$ cat src/rtl/ks_pkg.sv
// Shared Kogge-Stone prefix-cell definitions for the adder/subtractor family.
// No build options in this file; the optional ovf datapath lives in ks_sub_pipe (KS_SUB_OVF_EN).
package ks_pkg;

  localparam int unsigned KS_DEFAULT_W = 16;
  localparam int unsigned KS_MAX_W     = 64;

  // Generate/propagate pair sized for the widest supported operand; narrower users slice the low W bits.
  typedef struct packed {
    logic [KS_MAX_W-1:0] g;
    logic [KS_MAX_W-1:0] p;
  } pg_t;

  function automatic int unsigned clog2_w(input int unsigned w);
    return $clog2(w);
  endfunction

  function automatic logic dot_g(input logic g_hi, input logic p_hi, input logic g_lo);
    return g_hi | (p_hi & g_lo);
  endfunction

  function automatic logic dot_p(input logic p_hi, input logic p_lo);
    return p_hi & p_lo;
  endfunction

endpackage

$ cat src/rtl/ks_prefix_row.sv
// One combinational Kogge-Stone prefix level: bit i merges with bit i-DIST.
module ks_prefix_row
  import ks_pkg::*;
#(
  parameter int unsigned W    = KS_DEFAULT_W,
  parameter int unsigned DIST = 1
) (
  input  logic [W-1:0] g,
  input  logic [W-1:0] p,
  output logic [W-1:0] g_next,
  output logic [W-1:0] p_next
);

  for (genvar i = 0; i < W; i++) begin : g_bit
    if (i < DIST) begin : g_pass
      assign g_next[i] = g[i];
      assign p_next[i] = p[i];
    end else begin : g_dot
      assign g_next[i] = dot_g(g[i], p[i], g[i-DIST]);
      assign p_next[i] = dot_p(p[i], p[i-DIST]);
    end
  end

endmodule

$ cat src/rtl/ks_sub_pipe.sv
// Fully pipelined Kogge-Stone subtractor (a - b - bin) with valid/ready stall.
// Build option: KS_SUB_OVF_EN adds a pipelined signed-overflow flag; otherwise ovf is tied low.
module ks_sub_pipe
  import ks_pkg::*;
#(
  parameter int unsigned W = KS_DEFAULT_W
) (
  input  logic         clk,
  input  logic         rst_n,
  input  logic         in_valid,
  output logic         in_ready,
  input  logic [W-1:0] a,
  input  logic [W-1:0] b,
  input  logic         bin,
  output logic         out_valid,
  input  logic         out_ready,
  output logic [W-1:0] diff,
  output logic         bout,
  output logic         ovf
);

  localparam int unsigned LVL = clog2_w(W);

  logic stall;
  assign stall    = out_valid & ~out_ready;
  assign in_ready = ~stall;

  // Index 0 is the S0 generate/propagate register; index k holds prefix level k.
  logic [W-1:0] g_q  [0:LVL];
  logic [W-1:0] p_q  [0:LVL];
  logic [W-1:0] pt_q [0:LVL];
  logic [LVL:0] c0_q;
  logic [LVL:0] vld_q;

  logic [W-1:0] g_row [1:LVL];
  logic [W-1:0] p_row [1:LVL];

  for (genvar k = 1; k <= LVL; k++) begin : g_lvl
    ks_prefix_row #(
      .W    (W),
      .DIST (32'(1) << (k - 1))
    ) u_row (
      .g      (g_q[k-1]),
      .p      (p_q[k-1]),
      .g_next (g_row[k]),
      .p_next (p_row[k])
    );
  end

  // Final carry resolution: group terms already span [i:0] after LVL levels.
  logic [W:0]   carry;
  logic [W-1:0] diff_c;
  logic         bout_c;

  always_comb begin
    carry    = '0;
    carry[0] = c0_q[LVL];
    for (int unsigned i = 1; i <= W; i++) begin
      carry[i] = g_q[LVL][i-1] | (p_q[LVL][i-1] & c0_q[LVL]);
    end
    diff_c = pt_q[LVL] ^ carry[W-1:0];
    bout_c = ~carry[W];
  end

  always_ff @(posedge clk) begin
    if (!rst_n) begin
      for (int unsigned k = 0; k <= LVL; k++) begin
        g_q[k]  <= '0;
        p_q[k]  <= '0;
        pt_q[k] <= '0;
      end
      c0_q      <= '0;
      vld_q     <= '0;
      out_valid <= 1'b0;
      diff      <= '0;
      bout      <= 1'b0;
    end else if (!stall) begin
      g_q[0]  <= a & ~b;
      p_q[0]  <= a ^ ~b;
      pt_q[0] <= a ^ ~b;
      for (int unsigned k = 1; k <= LVL; k++) begin
        g_q[k]  <= g_row[k];
        p_q[k]  <= p_row[k];
        pt_q[k] <= pt_q[k-1];
      end
      c0_q      <= {c0_q[LVL-1:0], ~bin};
      vld_q     <= {vld_q[LVL-1:0], in_valid};
      out_valid <= vld_q[LVL];
      diff      <= diff_c;
      bout      <= bout_c;
    end
  end

`ifdef KS_SUB_OVF_EN
  // Operand sign bits ride alongside the data to form the overflow flag at the output stage.
  logic [LVL:0] sa_q;
  logic [LVL:0] sb_q;
  logic         ovf_c;

  assign ovf_c = (sa_q[LVL] ^ sb_q[LVL]) & (sa_q[LVL] ^ diff_c[W-1]);

  always_ff @(posedge clk) begin
    if (!rst_n) begin
      sa_q <= '0;
      sb_q <= '0;
      ovf  <= 1'b0;
    end else if (!stall) begin
      sa_q <= {sa_q[LVL-1:0], a[W-1]};
      sb_q <= {sb_q[LVL-1:0], b[W-1]};
      ovf  <= ovf_c;
    end
  end
`else
  assign ovf = 1'b0;
`endif

endmodule

$ cat config.mk
export PLATFORM = sky130hd
export DESIGN_NAME = ks_sub_pipe
export DESIGN_NICKNAME = d
export VERILOG_FILES = /design/src/rtl/ks_pkg.sv /design/src/rtl/ks_prefix_row.sv /design/src/rtl/ks_sub_pipe.sv
export SDC_FILE = /design/constraint.sdc
export NUM_CORES = 1
export LEC_CHECK = 0
export ABC_AREA = 0
export BUFFER_PORTS_ARGS = -buffer_cell sky130_fd_sc_hd__buf_2
export CAP_MARGIN = 30
export CORE_MARGIN = 2
export CORE_UTILIZATION = 65
export DETAILED_ROUTE_END_ITERATION = 10
export GPL_TIMING_DRIVEN = 0
export PLACE_DENSITY = 0.88
export SKIP_CTS_REPAIR_TIMING = 1
export SLEW_MARGIN = 20
export SYNTH_ARGS = -nofsm -noshare
export SYNTH_HDL_FRONTEND = slang
export SYNTH_SLANG_ARGS = --single-unit
export TNS_END_PERCENT = 50
$ cat constraint.sdc
create_clock -name clk -period 16.2 [get_ports clk]
set_input_delay 2.43 -clock clk [delete_from_list [all_inputs] [get_ports clk]]
set_output_delay 2.43 -clock clk [all_outputs]
set_load 0.01 [all_outputs]
==> results of run 1 <==
-- worst max path at each step --
| stage | from | endpoint | slack, ns |
|---|---|---|---|
| 3_3_place_gp | rst_n | g_q[0][11]$_SDFFCE_PN0P_ | 6.24 |
| 3_5_place_dp | out_ready | in_ready | 10.31 |
| 2_1_floorplan | rst_n | g_q[0][0]$_SDFFCE_PN0P_ | 7.89 |
| 5_1_grt | out_ready | in_ready | 10.24 |
| 4_1_cts | out_ready | in_ready | 10.31 |
| 6_report | out_ready | in_ready | 10.29 |
-- worst max-delay path: stages --
cell,delay [ns]
buf_2,0.11
nor2b_4,0.21
inv_2,0.13
buf_2,0.22
buf_2,0.21
buf_2,0.16
-- logic make-up after synthesis --
family / synth area share, %
AO/OA/AOI/OAI: 4.31
other: 0.0380
XOR/XNOR: 0.0887
flip-flops: 72.6
buffers and inverters: 3.19
adder cells (fa/ha/maj): 2.15
AND/OR/NAND/NOR: 17.7
-- layer usage --
| metal | up-vias | wire length, um | GRT usage, % |
|---|---|---|---|
| met5 | - | 0 | 0 |
| met4 | 0 | 1110 | 15.4 |
| met3 | 73 | 1550 | 4.61 |
| met2 | 287 | 9950 | 42.9 |
| met1 | 2858 | 7290 | 30.4 |
| li1 | 2827 | - | - |
-- cells in the mapped netlist, drive strengths merged --
cell type / instances
edfxtp: 220
and3: 144
a21oi: 64
nor2: 50
nand3: 29
and2: 28
dfxtp: 28
buf: 26
nand2: 25
clkbuf: 24
ha: 17
inv: 17
nand4: 14
or4b: 14
a21boi: 11
conb: 1
nor2b: 1
o211a: 1
o21a: 1
o21ai: 1
xor2: 1
-- area by class of cell --
cell class | instances | area (sq um)
clock buffer | 33 | 647
inverter | 17 | 63.8
timing repair buffer | 57 | 353
tap | 188 | 235
clock inverter | 8 | 60.1
sequential | 248 | 7170
buffer | 50 | 251
fill | 877 | 3850
multi-input combinational | 402 | 2400
-- per-stage QoR --
| step | instance area, sq um | cells | hold WS, ns | utilization (%) |
|---|---|---|---|---|
| 2_1_floorplan | 9880 | 717 | 0.431 | - |
| 3_3_place_gp | 10400 | 959 | 0.437 | 69.1 |
| 3_5_place_dp | 10500 | 962 | 0.452 | 69.7 |
| 4_1_cts | 11200 | 1003 | 0.461 | 74.4 |
| 5_1_grt | 11200 | 1003 | 0.484 | 74.4 |
| 6_report | 11200 | 1003 | 0.462 | 74.4 |
-- sequential cells by signal, indices dropped and copies added (netlist names) --
register and flops:
g_q 80, pt_q 60, c0_q 5, bout 1, vld_q 5, out_valid 1, p_q 80, diff 16
-- power breakdown --
group | total (uW) | internal (uW) | switching (uW)
clock | 510 | 292 | 218
combinational | 40.6 | 16.8 | 23.8
sequential | 717 | 708 | 9.38
==> impl_metrics.tcl, run 1 <==
set metrics [dict create \
    yosysTopAreaCell "edfxtp_1" \
    cp.required_ns 13.77 \
    cts_made_buffers 23 \
    worstSetupPathType "in -> out" \
    num_vias 6045 \
    initial_core_util_pct 65.7 \
    grt_max_degree 66 \
    most-common-layout-cells "edfxtp_1, and3_1, buf_2" \
    dp_hpwl_um 13600 \
    min_path_cells 2 \
    r2r_start "out_valid$_SDFFE_PN0N_" \
    fin_ws_ns 10.29 \
    start_kind "primary input" \
    worst_r2r_endpoint "p_q[0][30]$_SDFFCE_PN0P_" \
    dp_worst_setup_slack_ns 10.31 \
    maxCapViolCount 0 \
    worstMarginPinSlew_ns 0.611 \
    ios 57 \
    antenna_found_initial 1 \
    dr.pass1.iters 7 \
    synth.area.top_cells "edfxtp_1, and3_1, dfxtp_1" \
    ys_warn_count 0 \
    clockRootBuffer "clkbuf_16" \
    place_congestion 0.896 \
    core_sq_mm 0.0150 \
    path_max_fanout 10 \
    clk_path_buf_depth 3 \
    leakage_uw 0.00518 \
    avgSynthCellArea_sq_um 13.8 \
    cts_tree "yes" \
    vdd_drop_max_mv 0.0833 \
    vias_per_cell 6.03 \
    outcome "complete, no violations" \
    antenna_cells 0 \
    period_share_pct 36.5 \
    clk_pin_slew_ns 0.06 \
    setup_viol 0 \
    grt_pass1_vias 6147 \
    portBuffers 54 \
    critPathArrivalTime_ns 3.48 \
    post-route-min-period_ns 5.91 \
    drv_slew 0 \
    p_per_area_mw_per_mm2 113 \
    synth_area_sq_mm 0.00988 \
    synth-seq-cells 248 \
    p_total_uw 1270 \
    finalWirelength_um 19900 \
    rows 45 \
    die_h_um 127 \
    drive_above_1_share_pct 14.7 \
    die_area_sq_mm 0.0162 \
    drt_iter0_markers 697 \
    rrSetupSlack_ns 13.89 \
    mostFrequentLayoutCell "edfxtp_1" \
    drc_errors 0 \
    fmax_mhz 169 \
    synth_seq_area_share_pct 72.6 \
    gr-total-overflow 0 \
    min_to "c0_q[3]$_SDFFE_PN0N_" \
    cp-end-kind "output pin" \
    worstHoldStart "c0_q[2]$_SDFFE_PN0N_" \
    slew_headroom_pct 59.3 \
    syn_inst 717 \
    nNetsFinal 853 \
    clk_latency_ns 0.50 \
    detail-route-antenna-nets 0 \
    die_w_um 127 \
    rsz0062_at_grt "false" \
    finalHoldViolCount 0 \
    ys_types 27 \
    grt_util_all_layers_pct 25.3 \
    finalClockSkew_ns 0.0144 \
    area_growth_pct 13.2 \
    hp-class "reg -> reg" \
    wire_per_inst_um 19.8 \
    rr_worst_depth 6 \
    timing.setup.tns_ns 0 \
    cts_htree_levels 1 \
    clkSinkCount 248 \
    synth_top_area_share_pct 66.9 \
    grt_pass1_wl_um 31400 \
    synth_nets 771 \
]
Power figures use the tool's default switching activity.
==> inputs of run 2 (changes only) <==
Settings changed: CORE_UTILIZATION 65 to 60, PLACE_DENSITY 0.88 to 0.83.
Clock period 16.2 ns to 5.9 ns, I/O delays scaled along.
==> impl_metrics.tcl, run 2 (synthesis results as in run 1) <==
set metrics [dict create \
    outcome "complete, no violations" \
    worstHoldStart "vld_q[2]$_SDFFE_PN0N_" \
    finalClockSkew_ns 0.00849 \
    grt_pass1_wl_um 31600 \
    critPathMaxStageDelay_ns 0.23 \
    path_common_cell "buf_2" \
    most-common-layout-cells "edfxtp_1, and3_1, buf_2" \
    critPathArrivalTime_ns 1.93 \
    gr-total-overflow 0 \
    cp-end-kind "output pin" \
    setup_viol 0 \
    worstSetupPathType "in -> out" \
    path_depth 6 \
    timing.setup.tns_ns 0 \
    min_path_cells 2 \
    antenna_found_initial 1 \
    rows 46 \
    grt_pass1_vias 6070 \
    dr.pass1.iters 7 \
    cp.required_ns 5.02 \
    num_vias 6080 \
    cpMaxStageDelayCell "buf_2" \
    mostFrequentLayoutCell "edfxtp_1" \
    finalHoldViolCount 0 \
    place_congestion 0.925 \
    path_cells "buf_2 -> nor2b_4 -> inv_2 -> buf_2 -> buf_2 -> buf_2" \
    rr_worst_depth 5 \
    cts_tree "yes" \
    maxCapViolCount 0 \
    start_kind "primary input" \
    dp_hpwl_um 13400 \
    cts_htree_levels 1 \
    slew_headroom_pct 59.7 \
    portBuffers 54 \
    drive_above_1_share_pct 14.2 \
    leakage_uw 0.00515 \
    rsz0062_at_grt "false" \
    clk_pin_slew_ns 0.06 \
    finalWirelength_um 19900 \
    r2r_start "out_valid$_SDFFE_PN0N_" \
    period_share_pct 47.8 \
    grt_util_all_layers_pct 23.3 \
    drv_slew 0 \
    post-route-min-period_ns 2.82 \
    antenna_cells 0 \
    reg.largest.list "g_q x80, p_q x80, pt_q x60" \
    p_per_area_mw_per_mm2 308 \
    die_area_sq_mm 0.0175 \
    die_w_um 132 \
    fmax_mhz 355 \
    clkSinkCount 248 \
    clk_path_buf_depth 3 \
    area_growth_pct 13.2 \
    path_max_fanout 10 \
    die_h_um 132 \
    worst-path-buf-inv 5 \
    core_sq_mm 0.0160 \
    grt_max_degree 91 \
    p_total_uw 3450 \
    cts_made_buffers 24 \
    critical_path.top_delay_family "buffers and inverters" \
    critPathLaunch "out_ready" \
    vdd_drop_max_mv 0.209 \
    drc_errors 0 \
    vias_per_cell 5.90 \
    detail-route-antenna-nets 0 \
    worstMarginPinSlew_ns 0.605 \
    clockRootBuffer "clkbuf_16" \
    clk_latency_ns 0.51 \
    initial_core_util_pct 61.7 \
    drt_iter0_markers 731 \
    nFillCells 1079 \
    hp-class "reg -> reg" \
    fin_util_pct 69.9 \
    wire_per_inst_um 19.3 \
    nNetsFinal 853 \
    ios 57 \
]
-- run 2: final timing paths --
kind / endpoint / slack [ns]
setup / recovery: in_ready / 3.08
hold / removal: vld_q[2]$_SDFFE_PN0N_ / 0.47
setup reg to reg: p_q[0][21]$_SDFFCE_PN0P_ / 3.77
hold reg to reg: vld_q[2]$_SDFFE_PN0N_ / 0.47
-- run 2: metal layers --
| layer | GRT usage [%] | wire (um) | up-vias |
|---|---|---|---|
| met5 | 0 | 0 | - |
| met4 | 10.5 | 848 | 0 |
| met3 | 3.73 | 1560 | 67 |
| met2 | 41.1 | 10200 | 298 |
| met1 | 28.5 | 7290 | 2894 |
| li1 | - | - | 2821 |
-- run 2: metrics by stage --
step | instance area [sq um] | setup WS (ns) | instances | hold WS (ns)
6_report | 11200 | 3.08 | 1031 | 0.471
5_1_grt | 11200 | 3.02 | 1031 | 0.497
4_1_cts | 11200 | 3.09 | 1031 | 0.474
3_5_place_dp | 10500 | 2.99 | 989 | 0.453
3_3_place_gp | 10400 | 0.293 | 987 | 0.438
2_1_floorplan | 9880 | 1.38 | 717 | 0.431
-- run 2: final cells by class --
class / instances / area (sq um) / area share (%)
inverters: 17 / 63.8 / 0.571
repair buffers: 56 / 325 / 2.91
plain buffers: 50 / 251 / 2.25
clock buffers: 29 / 641 / 5.73
well taps: 216 / 270 / 2.42
multi-input cells: 402 / 2410 / 21.6
clock inverters: 13 / 55.1 / 0.492
flip-flops and latches: 248 / 7170 / 64.1
-- run 2: worst register-to-register path, delay by kind of cell (launching register included) --
family                 cells  cell delay (ns)
and+or+nand+nor            2             0.54
DFF                        1             0.32
buffers and inverters      3             0.88
-- run 2: power breakdown --
group	switching (uW)	total (uW)	leakage, uW	internal, uW
logic	65.1	111	0.00190	45.8
clock network	600	1370	0.000345	766
registers	25.3	1970	0.00290	1940
total	690	3450	0.00515	2760
